### config.mk
export PLATFORM = sky130hd
export DESIGN_NAME = barrel_shifter_pipe
export DESIGN_NICKNAME = d
export VERILOG_FILES = /design/src/rtl/barrel_shifter_pipe.sv
export SDC_FILE = /design/constraint.sdc
export NUM_CORES = 1
export LEC_CHECK = 0
export BUFFER_PORTS_ARGS = -buffer_cell sky130_fd_sc_hd__buf_2
export CAP_MARGIN = 5
export CORE_UTILIZATION = 50
export DETAILED_ROUTE_END_ITERATION = 6
export HOLD_SLACK_MARGIN = 0.05
export PLACE_DENSITY = 0.75
export SYNTH_ARGS = -nofsm -noshare
export SYNTH_HDL_FRONTEND = slang
export SYNTH_SLANG_ARGS = --single-unit
### constraint.sdc
create_clock -name clk -period 4.2 [get_ports clk]
set_input_delay 0.84 -clock clk [delete_from_list [all_inputs] [get_ports clk]]
set_output_delay 0.84 -clock clk [all_outputs]
set_load 0.005 [all_outputs]
### src/rtl/barrel_shifter_pipe.sv
// Two-stage pipelined barrel shifter: logical/arithmetic/rotate/fill-bit shifts, left or right.
// Latency: 2 cycles from accept to out_valid; one operation per cycle while out_ready stays high.
// Backpressure: a stalled S2 stalls S1; in_ready follows out_ready combinationally and holds outputs stable.
//
// Ports:
//   clk, rst                      clock, asynchronous active-high reset
//   in_valid/in_ready             operation handshake
//   in_data, in_amt, in_dir       operand, shift amount (0..WIDTH-1), direction (0 left, 1 right)
//   in_mode, in_fill              00 logical, 01 arithmetic, 10 rotate, 11 fill-bit; fill value for mode 11
//   out_valid/out_ready           result handshake
//   out_data, out_carry, out_zero shifted result, last bit shifted out, result-is-zero flag
//   op_count                      completed output transfers, saturating (only with SHIFTER_STATS_EN)
//
// Optional feature macro: SHIFTER_STATS_EN adds the op_count output and its counter.

module barrel_shifter_pipe #(
    parameter int WIDTH = 16
) (
    input  logic                     clk,
    input  logic                     rst,
    input  logic                     in_valid,
    output logic                     in_ready,
    input  logic [WIDTH-1:0]         in_data,
    input  logic [$clog2(WIDTH)-1:0] in_amt,
    input  logic                     in_dir,
    input  logic [1:0]               in_mode,
    input  logic                     in_fill,
    output logic                     out_valid,
    input  logic                     out_ready,
    output logic [WIDTH-1:0]         out_data,
    output logic                     out_carry,
    output logic                     out_zero
`ifdef SHIFTER_STATS_EN
    ,
    output logic [15:0]              op_count
`endif
);

    localparam int SHW = $clog2(WIDTH);

    typedef enum logic [1:0] {
        MODE_LOG = 2'b00,
        MODE_ARI = 2'b01,
        MODE_ROT = 2'b10,
        MODE_FIL = 2'b11
    } mode_t;

    // S1: registered operation
    logic             s1_valid;
    logic [WIDTH-1:0] s1_data;
    logic [SHW-1:0]   s1_amt;
    logic             s1_dir;
    mode_t            s1_mode;
    logic             s1_fill;

    // S2: registered result (drives the output ports directly)
    logic             s2_valid;

    // Held low through reset and released by the first clock edge afterwards,
    // so in_ready cannot rise asynchronously when rst drops.
    logic             ready_en;

    logic             s1_adv;
    logic             accept;

    assign s1_adv    = !s2_valid || out_ready;
    assign in_ready  = ready_en && (!s1_valid || s1_adv);
    assign accept    = in_valid && in_ready;
    assign out_valid = s2_valid;

    always_ff @(posedge clk or posedge rst) begin
        if (rst) begin
            ready_en <= 1'b0;
        end else begin
            ready_en <= 1'b1;
        end
    end

    always_ff @(posedge clk or posedge rst) begin
        if (rst) begin
            s1_valid <= 1'b0;
            s1_data  <= '0;
            s1_amt   <= '0;
            s1_dir   <= 1'b0;
            s1_mode  <= MODE_LOG;
            s1_fill  <= 1'b0;
        end else begin
            if (in_ready) begin
                s1_valid <= in_valid;
            end
            if (accept) begin
                s1_data <= in_data;
                s1_amt  <= in_amt;
                s1_dir  <= in_dir;
                s1_mode <= mode_t'(in_mode);
                s1_fill <= in_fill;
            end
        end
    end

    // Shift datapath between S1 and S2.
    logic [SHW-1:0]   neg_amt;   // (WIDTH - amt) mod WIDTH
    logic [SHW-1:0]   amt_m1;
    logic [SHW-1:0]   rot_k;     // rotate expressed as a right rotate by rot_k
    logic [SHW:0]     rot_l;     // WIDTH - rot_k; equals WIDTH when rot_k is 0, giving an all-zero term
    logic             vac_bit;
    logic [WIDTH-1:0] vac_mask;
    logic [WIDTH-1:0] shifted;
    logic [WIDTH-1:0] rotated;
    logic [WIDTH-1:0] res_data;
    logic             res_carry;

    always_comb begin
        neg_amt   = '0 - s1_amt;
        amt_m1    = s1_amt - 1'b1;
        rot_k     = s1_dir ? s1_amt : neg_amt;
        rot_l     = WIDTH[SHW:0] - {1'b0, rot_k};
        rotated   = (s1_data >> rot_k) | (s1_data << rot_l);

        vac_bit = 1'b0;
        case (s1_mode)
            MODE_ARI: vac_bit = s1_dir & s1_data[WIDTH-1];
            MODE_FIL: vac_bit = s1_fill;
            default:  vac_bit = 1'b0;
        endcase

        if (s1_dir) begin
            shifted  = s1_data >> s1_amt;
            vac_mask = ~({WIDTH{1'b1}} >> s1_amt);
        end else begin
            shifted  = s1_data << s1_amt;
            vac_mask = ~({WIDTH{1'b1}} << s1_amt);
        end

        if (s1_mode == MODE_ROT) begin
            res_data = rotated;
        end else begin
            res_data = shifted | (vac_bit ? vac_mask : '0);
        end

        // Last bit out: data[amt-1] going right, data[WIDTH-amt] going left.
        if (s1_amt == '0) begin
            res_carry = 1'b0;
        end else if (s1_dir) begin
            res_carry = s1_data[amt_m1];
        end else begin
            res_carry = s1_data[neg_amt];
        end
    end

    always_ff @(posedge clk or posedge rst) begin
        if (rst) begin
            s2_valid  <= 1'b0;
            out_data  <= '0;
            out_carry <= 1'b0;
            out_zero  <= 1'b0;
        end else if (s1_adv) begin
            s2_valid <= s1_valid;
            if (s1_valid) begin
                out_data  <= res_data;
                out_carry <= res_carry;
                out_zero  <= (res_data == '0);
            end
        end
    end

`ifdef SHIFTER_STATS_EN
    always_ff @(posedge clk or posedge rst) begin
        if (rst) begin
            op_count <= '0;
        end else if (out_valid && out_ready && (op_count != 16'hFFFF)) begin
            op_count <= op_count + 16'd1;
        end
    end
`endif

endmodule

==> out/results.ini, run 1 <==
[routing]
ant_nets = 0
first_pass_iters = 7
finalWirelength_mm = 20.6
vias_per_cell = 7.04
vias = 5500
drtIter0Drc = 788
route.detailed.drc = 17
wl_per_cell_um = 26.3

[logic_synthesis]
syn_nets = 661
syn_area_um2 = 5430
synthCells = 629
synth_xor_area_share_pct = 0.830
synth_flop_cell = dfrtp_1
synth-seq-cells = 45
synth_area_per_cell_um2 = 8.63
synth_edf_count = 0
synth_top_family_by_area = multiplexers
synth_warnings = 0
synth_compound_gate_area_share_pct = 22.2
yosysSeqAreaShare_pct = 20.8
synth_adder_area_share_pct = 0.923
synth.area.mux_share_pct = 32.3
yosys.area_share.simple_pct = 16.1
ys_types = 68
synthArstFlopShare_pct = 100

[global_routing]
grt_pass1_vias = 5289
grt_max_degree = 52
grt_pass1_wl_mm = 31.4
grt_antenna_before_repair = 0
grt.overflow.total = 0
grt_usage_pct = 37.4

[timing]
hold_violations = 0
slew_headroom_pct = 17.8
fin_crit_sh_pct = 92.5
drv_slew = 0
holdWs_ps = 483
setup_tns_ps = 0
min_period_ps = 3890
grt_setup_unrepaired = false
fmax_mhz = 257
worst_slew_pin_slew_ps = 1220
setup_viol = 0
worst_clock_skew_ps = 7.32

[clock_network]
tritoncts = built
post_cts_buffers = 0
cts_buffers = 5
path_clk_slew_ps = 90
cts.path.max_buffers = 2
insertion_delay_ps = 310
cts_root_buf = clkbuf_8
cts_hold_buf = 0
cts-htree-levels = 2
clkSinkCount = 45
cts_resized = 0

[hold_path]
hold_path_class = flop to flop

[floorplan]
floorplan.initialDensity_pct = 52.1
die_area_um2 = 11300
die-width_um = 106
num_rows = 37
placeableCoreArea_um2 = 10400
io_pins = 48
die_h_um = 106

[final_layout]
layout-drive-gt1-share_pct = 27.1
finalNonFillerCells = 781
area_growth_pct = 8.09
layout_common_cells = nand2_1, o21ai_0, mux2i_1
nets = 676
layout_commonest_cell = nand2_1
diodes = 0
fillers = 952

[worst_setup_path]
cp_top_family = XOR/XNOR gates
cp_slowest_stage_delay_ps = 960
cp-start-kind = flop
path_buf_inv = 1
cp.required_ps = 4410
cp_slowest_cell = xnor2_1
crit_chain = clkinv_1 -> ha_1 -> ha_1 -> mux2i_2 -> xnor2_1 -> mux2i_1 -> nor2_1 -> o41ai_2 -> o211ai_1 -> or4_1 -> o41ai_2
path_class = flop to flop
worstSetupEndpointType = flop
r2r_slack_ps = 310
crit_arrival_ps = 4090
path_max_fanout = 11

[placed_design]
dpl.cell_count = 773
io_buffers = 47
place.gp.congestion = 1.01
hpwl_mm = 15.1

[power_and_ir_drop]
leakagePower_nw = 2.43
ir_drop_v = 0.000323
p_per_area_nw_per_um2 = 634

[outcome]
outcome = finished with violations
violations = design-rule violations

[run]
drv_cap = 0

[worst reg2reg max path, cell delays in order (launching register included)]
cell	delay (ps)
dfrtp_1	360
clkinv_1	90
ha_1	220
ha_1	320
mux2i_2	120
xnor2_1	960
mux2i_1	350
nor2_1	80
o41ai_2	340
o211ai_1	140
or4_1	500
o41ai_2	320
[worst paths after layout]
check | from | endpoint | depth (start not counted)
worst max-delay path | s1_amt[1]$_DFFE_PP0P_ | out_zero$_DFFE_PP0P_ | 11
worst min-delay path | out_data[10]$_DFFE_PP0P_ | out_data[10]$_DFFE_PP0P_ | 2
worst max register to register | s1_amt[1]$_DFFE_PP0P_ | out_zero$_DFFE_PP0P_ | 11
worst min register to register | out_data[10]$_DFFE_PP0P_ | out_data[10]$_DFFE_PP0P_ | 2
max in group asynchronous | rst | s1_amt[0]$_DFFE_PP0P_ | 2
min in group asynchronous | rst | s1_fill$_DFFE_PP0P_ | 2
[through the flow]
| step | power (W) | setup slack (ps) | area (µm²) | utilization (%) |
|---|---|---|---|---|
| 2_1_floorplan | 0.00248 | 251 | 5430 | - |
| 3_3_place_gp | 0.00329 | 545 | 5760 | 55.3 |
| 3_5_place_dp | 0.00328 | 391 | 5760 | 55.3 |
| 4_1_cts | 0.00362 | 358 | 5860 | 56.3 |
| 5_1_grt | 0.00390 | 101 | 5860 | 56.3 |
| 6_report | 0.00372 | 315 | 5860 | 56.3 |
[state kept, by name, summed over array words and instances, names as in the netlist]
signal / cells
s1_valid: 1
out_data: 16
s1_dir: 1
ready_en: 1
out_zero: 1
out_carry: 1
out_valid: 1
s1_data: 16
s1_fill: 1
s1_mode: 2
s1_amt: 4
[kinds of logic (layout without fill, tap and decap cells)]
kind of cell	Yosys count	in the layout
adders and majority gates	4	4
other	1	1
xor gates and xnor gates	3	3
DFF	45	45
buffers and inverters	83	99
muxes	129	129
AOI/OAI and AO/OA	179	179
and+or+nand+nor	185	185
[layer usage]
layer | track usage [%] | vias to the layer above | part of all wire [%]
met5 | 0 | - | 0
met4 | 14.5 | 0 | 4.5
met3 | 8.40 | 69 | 12
met2 | 56.2 | 432 | 43
met1 | 52.3 | 2581 | 40
li1 | - | 2418 | -
[synthesized netlist by cell type (3+ instances only)]
| master | instances | share of area [%] |
|---|---|---|
| a211oi_1 | 11 | 1.5 |
| a21o_1 | 5 | 0.69 |
| a21oi_1 | 27 | 2.5 |
| a221o_1 | 4 | 0.74 |
| a221oi_1 | 10 | 1.6 |
| a22o_1 | 3 | 0.48 |
| a22oi_1 | 3 | 0.42 |
| a31oi_1 | 3 | 0.35 |
| and3_1 | 3 | 0.35 |
| buf_2 | 22 | 2.0 |
| buf_6 | 3 | 0.62 |
| clkbuf_1 | 41 | 2.8 |
| dfrtp_1 | 45 | 21 |
| ha_1 | 4 | 0.92 |
| inv_1 | 12 | 0.83 |
| mux2_2 | 43 | 8.9 |
| mux2i_1 | 52 | 9.6 |
| mux4_2 | 32 | 13 |
| nand2_1 | 76 | 5.3 |
| nand2b_1 | 11 | 1.3 |
| nand3_1 | 23 | 2.1 |
| nor2_1 | 28 | 1.9 |
| nor2b_1 | 7 | 0.81 |
| nor3_1 | 13 | 1.2 |
| nor3b_1 | 3 | 0.42 |
| nor4_1 | 3 | 0.35 |
| o2111ai_1 | 3 | 0.48 |
| o211ai_1 | 8 | 1.1 |
| o21a_1 | 4 | 0.55 |
| o21ai_0 | 59 | 5.4 |
| o22ai_1 | 7 | 0.81 |
| o31ai_1 | 6 | 0.83 |
| or3_1 | 3 | 0.35 |
[final cells by class]
class	count	area, µm²	share of cell area [%]
tap	136	170	2.90
inverter	14	52.6	0.896
sequential	45	1130	19.2
timing repair buffer	77	473	8.06
clock buffer	6	72.6	1.24
multi-input combinational	501	3930	67.1
clock inverter	2	35.0	0.597
[power by group]
group / total, W / internal (W) / switching [W]
registers: 0.000747 / 0.000557 / 0.000191
logic: 0.00262 / 0.00107 / 0.00156
clock network: 0.000347 / 0.000177 / 0.000170
Note: power is estimated with default switching activity, not from simulation.
==> run 2: changes to the inputs <==
--- a/config.mk
+++ b/config.mk
@@ -10,7 +10,7 @@
 export CORE_UTILIZATION = 50
 export DETAILED_ROUTE_END_ITERATION = 6
 export HOLD_SLACK_MARGIN = 0.05
-export PLACE_DENSITY = 0.75
+export PLACE_DENSITY_LB_ADDON = 0.12
 export SYNTH_ARGS = -nofsm -noshare
 export SYNTH_HDL_FRONTEND = slang
 export SYNTH_SLANG_ARGS = --single-unit
==> run 2 against run 1 <==
Effect of this change: the run now ends clean; clock skew is 18 ps higher; count of clock-buffer cells in the layout is 1 lower; via count fell by 0.75%; first-iteration DRC count is 2.7% lower; flip-flop and latch count stayed put; sequential power rose by 2%; maximum frequency increased by 0.95%; critical endpoint unchanged.
==> out/results.ini, run 2 (same netlist as run 1, synthesis figures left out) <==
[timing]
slew_headroom_pct = 19.8
fmax_mhz = 260
fin_crit_sh_pct = 91.6
grt_setup_unrepaired = false
setup_tns_ps = 0
fin_ws_ps = 351
worst_clock_skew_ps = 25.6
min_period_ps = 3850
hold_violations = 0
drv_slew = 0
holdWs_ps = 483
setup_viol = 0
worst_slew_pin_slew_ps = 1190

[worst_setup_path]
cp_top_family = XOR/XNOR gates
path_max_fanout = 11
cp_slowest_stage_delay_ps = 950
crit_chain = clkinv_1 -> ha_1 -> ha_1 -> mux2i_2 -> xnor2_1 -> mux2i_1 -> a21oi_1 -> a221oi_2 -> o211ai_1 -> or4_1 -> o41ai_2
path_buf_inv = 1
cp.required_ps = 4430
cpMostUsedCell = ha_1
crit_arrival_ps = 4080
cp_slowest_cell = xnor2_1
path_class = flop to flop
cp-start-kind = flop
worstSetupEndpointType = flop

[placed_design]
io_buffers = 47
pre_cts_ws_ps = 389
hpwl_mm = 14.6
place.gp.congestion = 1.02

[final_layout]
layout_common_cells = nand2_1, o21ai_0, mux2i_1
nets = 673
reg_top3 = out_data (16), s1_data (16), s1_amt (4)
seqCellArea_um2 = 1130
multi_input_area_um2 = 3930
layout_commonest_cell = nand2_1
fillers = 959
area_growth_pct = 8.30
layout-drive-gt1-share_pct = 27.1

[clock_network]
insertion_delay_ps = 330
cts_resized = 0
cts_hold_buf = 0
tritoncts = built
post_cts_buffers = 0
clkSinkCount = 45
cts.path.max_buffers = 2
path_clk_slew_ps = 90
cts_root_buf = clkbuf_8
cts_buffers = 5
cts-htree-levels = 2

[power_and_ir_drop]
ir_drop_v = 0.000379
p_per_area_nw_per_um2 = 637
clock_power_share_pct = 11.1
switchingPower_w = 0.00189
leakagePower_nw = 2.43
finalPower_w = 0.00375
power_frac_comb_pct = 68.6
intPower_w = 0.00185
p_sw_share_pct = 50.5
power.share.sequential_pct = 20.3

[floorplan]
die_h_um = 106
die_area_um2 = 11300
die-width_um = 106
num_rows = 37
floorplan.initialDensity_pct = 52.1
placeableCoreArea_um2 = 10400
io_pins = 48

[run]
drv_cap = 0

[global_routing]
grt_usage_pct = 36.9
grt_max_degree = 76
grt_pass1_vias = 5323
grt.overflow.total = 0
grt_antenna_before_repair = 1
grt_pass1_wl_mm = 31.3

[routing]
vias_per_cell = 7.01
route.detailed.drc = 0
vias = 5459
wl_per_cell_um = 25.7
ant_nets = 0
first_pass_iters = 6
finalWirelength_mm = 20.0
drtIter0Drc = 767

[outcome]
outcome = finished clean

[hold_path]
hold_path_class = flop to flop

run 2: cell types whose count changed in the layout (fill, tap and decap cells not counted):
cell       delta
buf_4         -3
bufinv_16     +1
clkbuf_1      -1
clkinv_2      -1
dfrtp_1       -1
dfrtp_2       +1
diode_2       +1
inv_6         +1
run 2: through the flow:
step | cell area, µm² | utilization (%) | instances
finish | 5880 | 56.4 | 779
global route | 5870 | 56.4 | 778
CTS | 5870 | 56.4 | 778
detailed placement | 5740 | 55.1 | 770
global placement | 5740 | 55.1 | 770
floorplan | 5430 | - | 629
run 2: worst paths after layout:
kind	start	slack [ps]	depth (start not counted)	to
max in group asynchronous	rst	2800	2	s1_amt[1]$_DFFE_PP0P_
max reg2reg	s1_amt[1]$_DFFE_PP0P_	350	11	out_zero$_DFFE_PP0P_
min in group asynchronous	rst	730	2	s1_data[4]$_DFFE_PP0P_
max	s1_amt[1]$_DFFE_PP0P_	350	11	out_zero$_DFFE_PP0P_
min	out_carry$_DFFE_PP0P_	480	2	out_carry$_DFFE_PP0P_
min reg2reg	out_carry$_DFFE_PP0P_	480	2	out_carry$_DFFE_PP0P_
run 2: power groups by stage:
stage               sequential (W)  combinational [W]  clock (W)
floorplan                 0.000650            0.00183          0
global placement          0.000754            0.00250          0
global route              0.000776            0.00273   0.000436
detailed placement        0.000763            0.00248          0
finish                    0.000761            0.00257   0.000416
CTS                       0.000753            0.00249   0.000423
run 2: worst min-delay path, cell delays in order (launching register included):
cell and delay (ps):
dfrtp_1 350, nand2_1 50, o21ai_0 60
run 2: layout make-up:
| cell class | instances | area share, % |
|---|---|---|
| multi-input cells | 501 | 67.0 |
| flip-flops and latches | 45 | 19.2 |
| repair buffers | 74 | 7.67 |
| well taps | 136 | 2.90 |
| clock buffers | 5 | 1.17 |
| clock inverters | 3 | 1.17 |
| inverters | 14 | 0.894 |
| diodes | 1 | 0.0426 |
run 2: metal layers:
metal / track usage, % / wire length, µm / vias to the layer above
met5: 0 / 0 / -
met4: 17.3 / 1060 / 0
met3: 7.05 / 2170 / 75
met2: 58.1 / 9120 / 383
met1: 48.8 / 7640 / 2584
li1: - / - / 2417
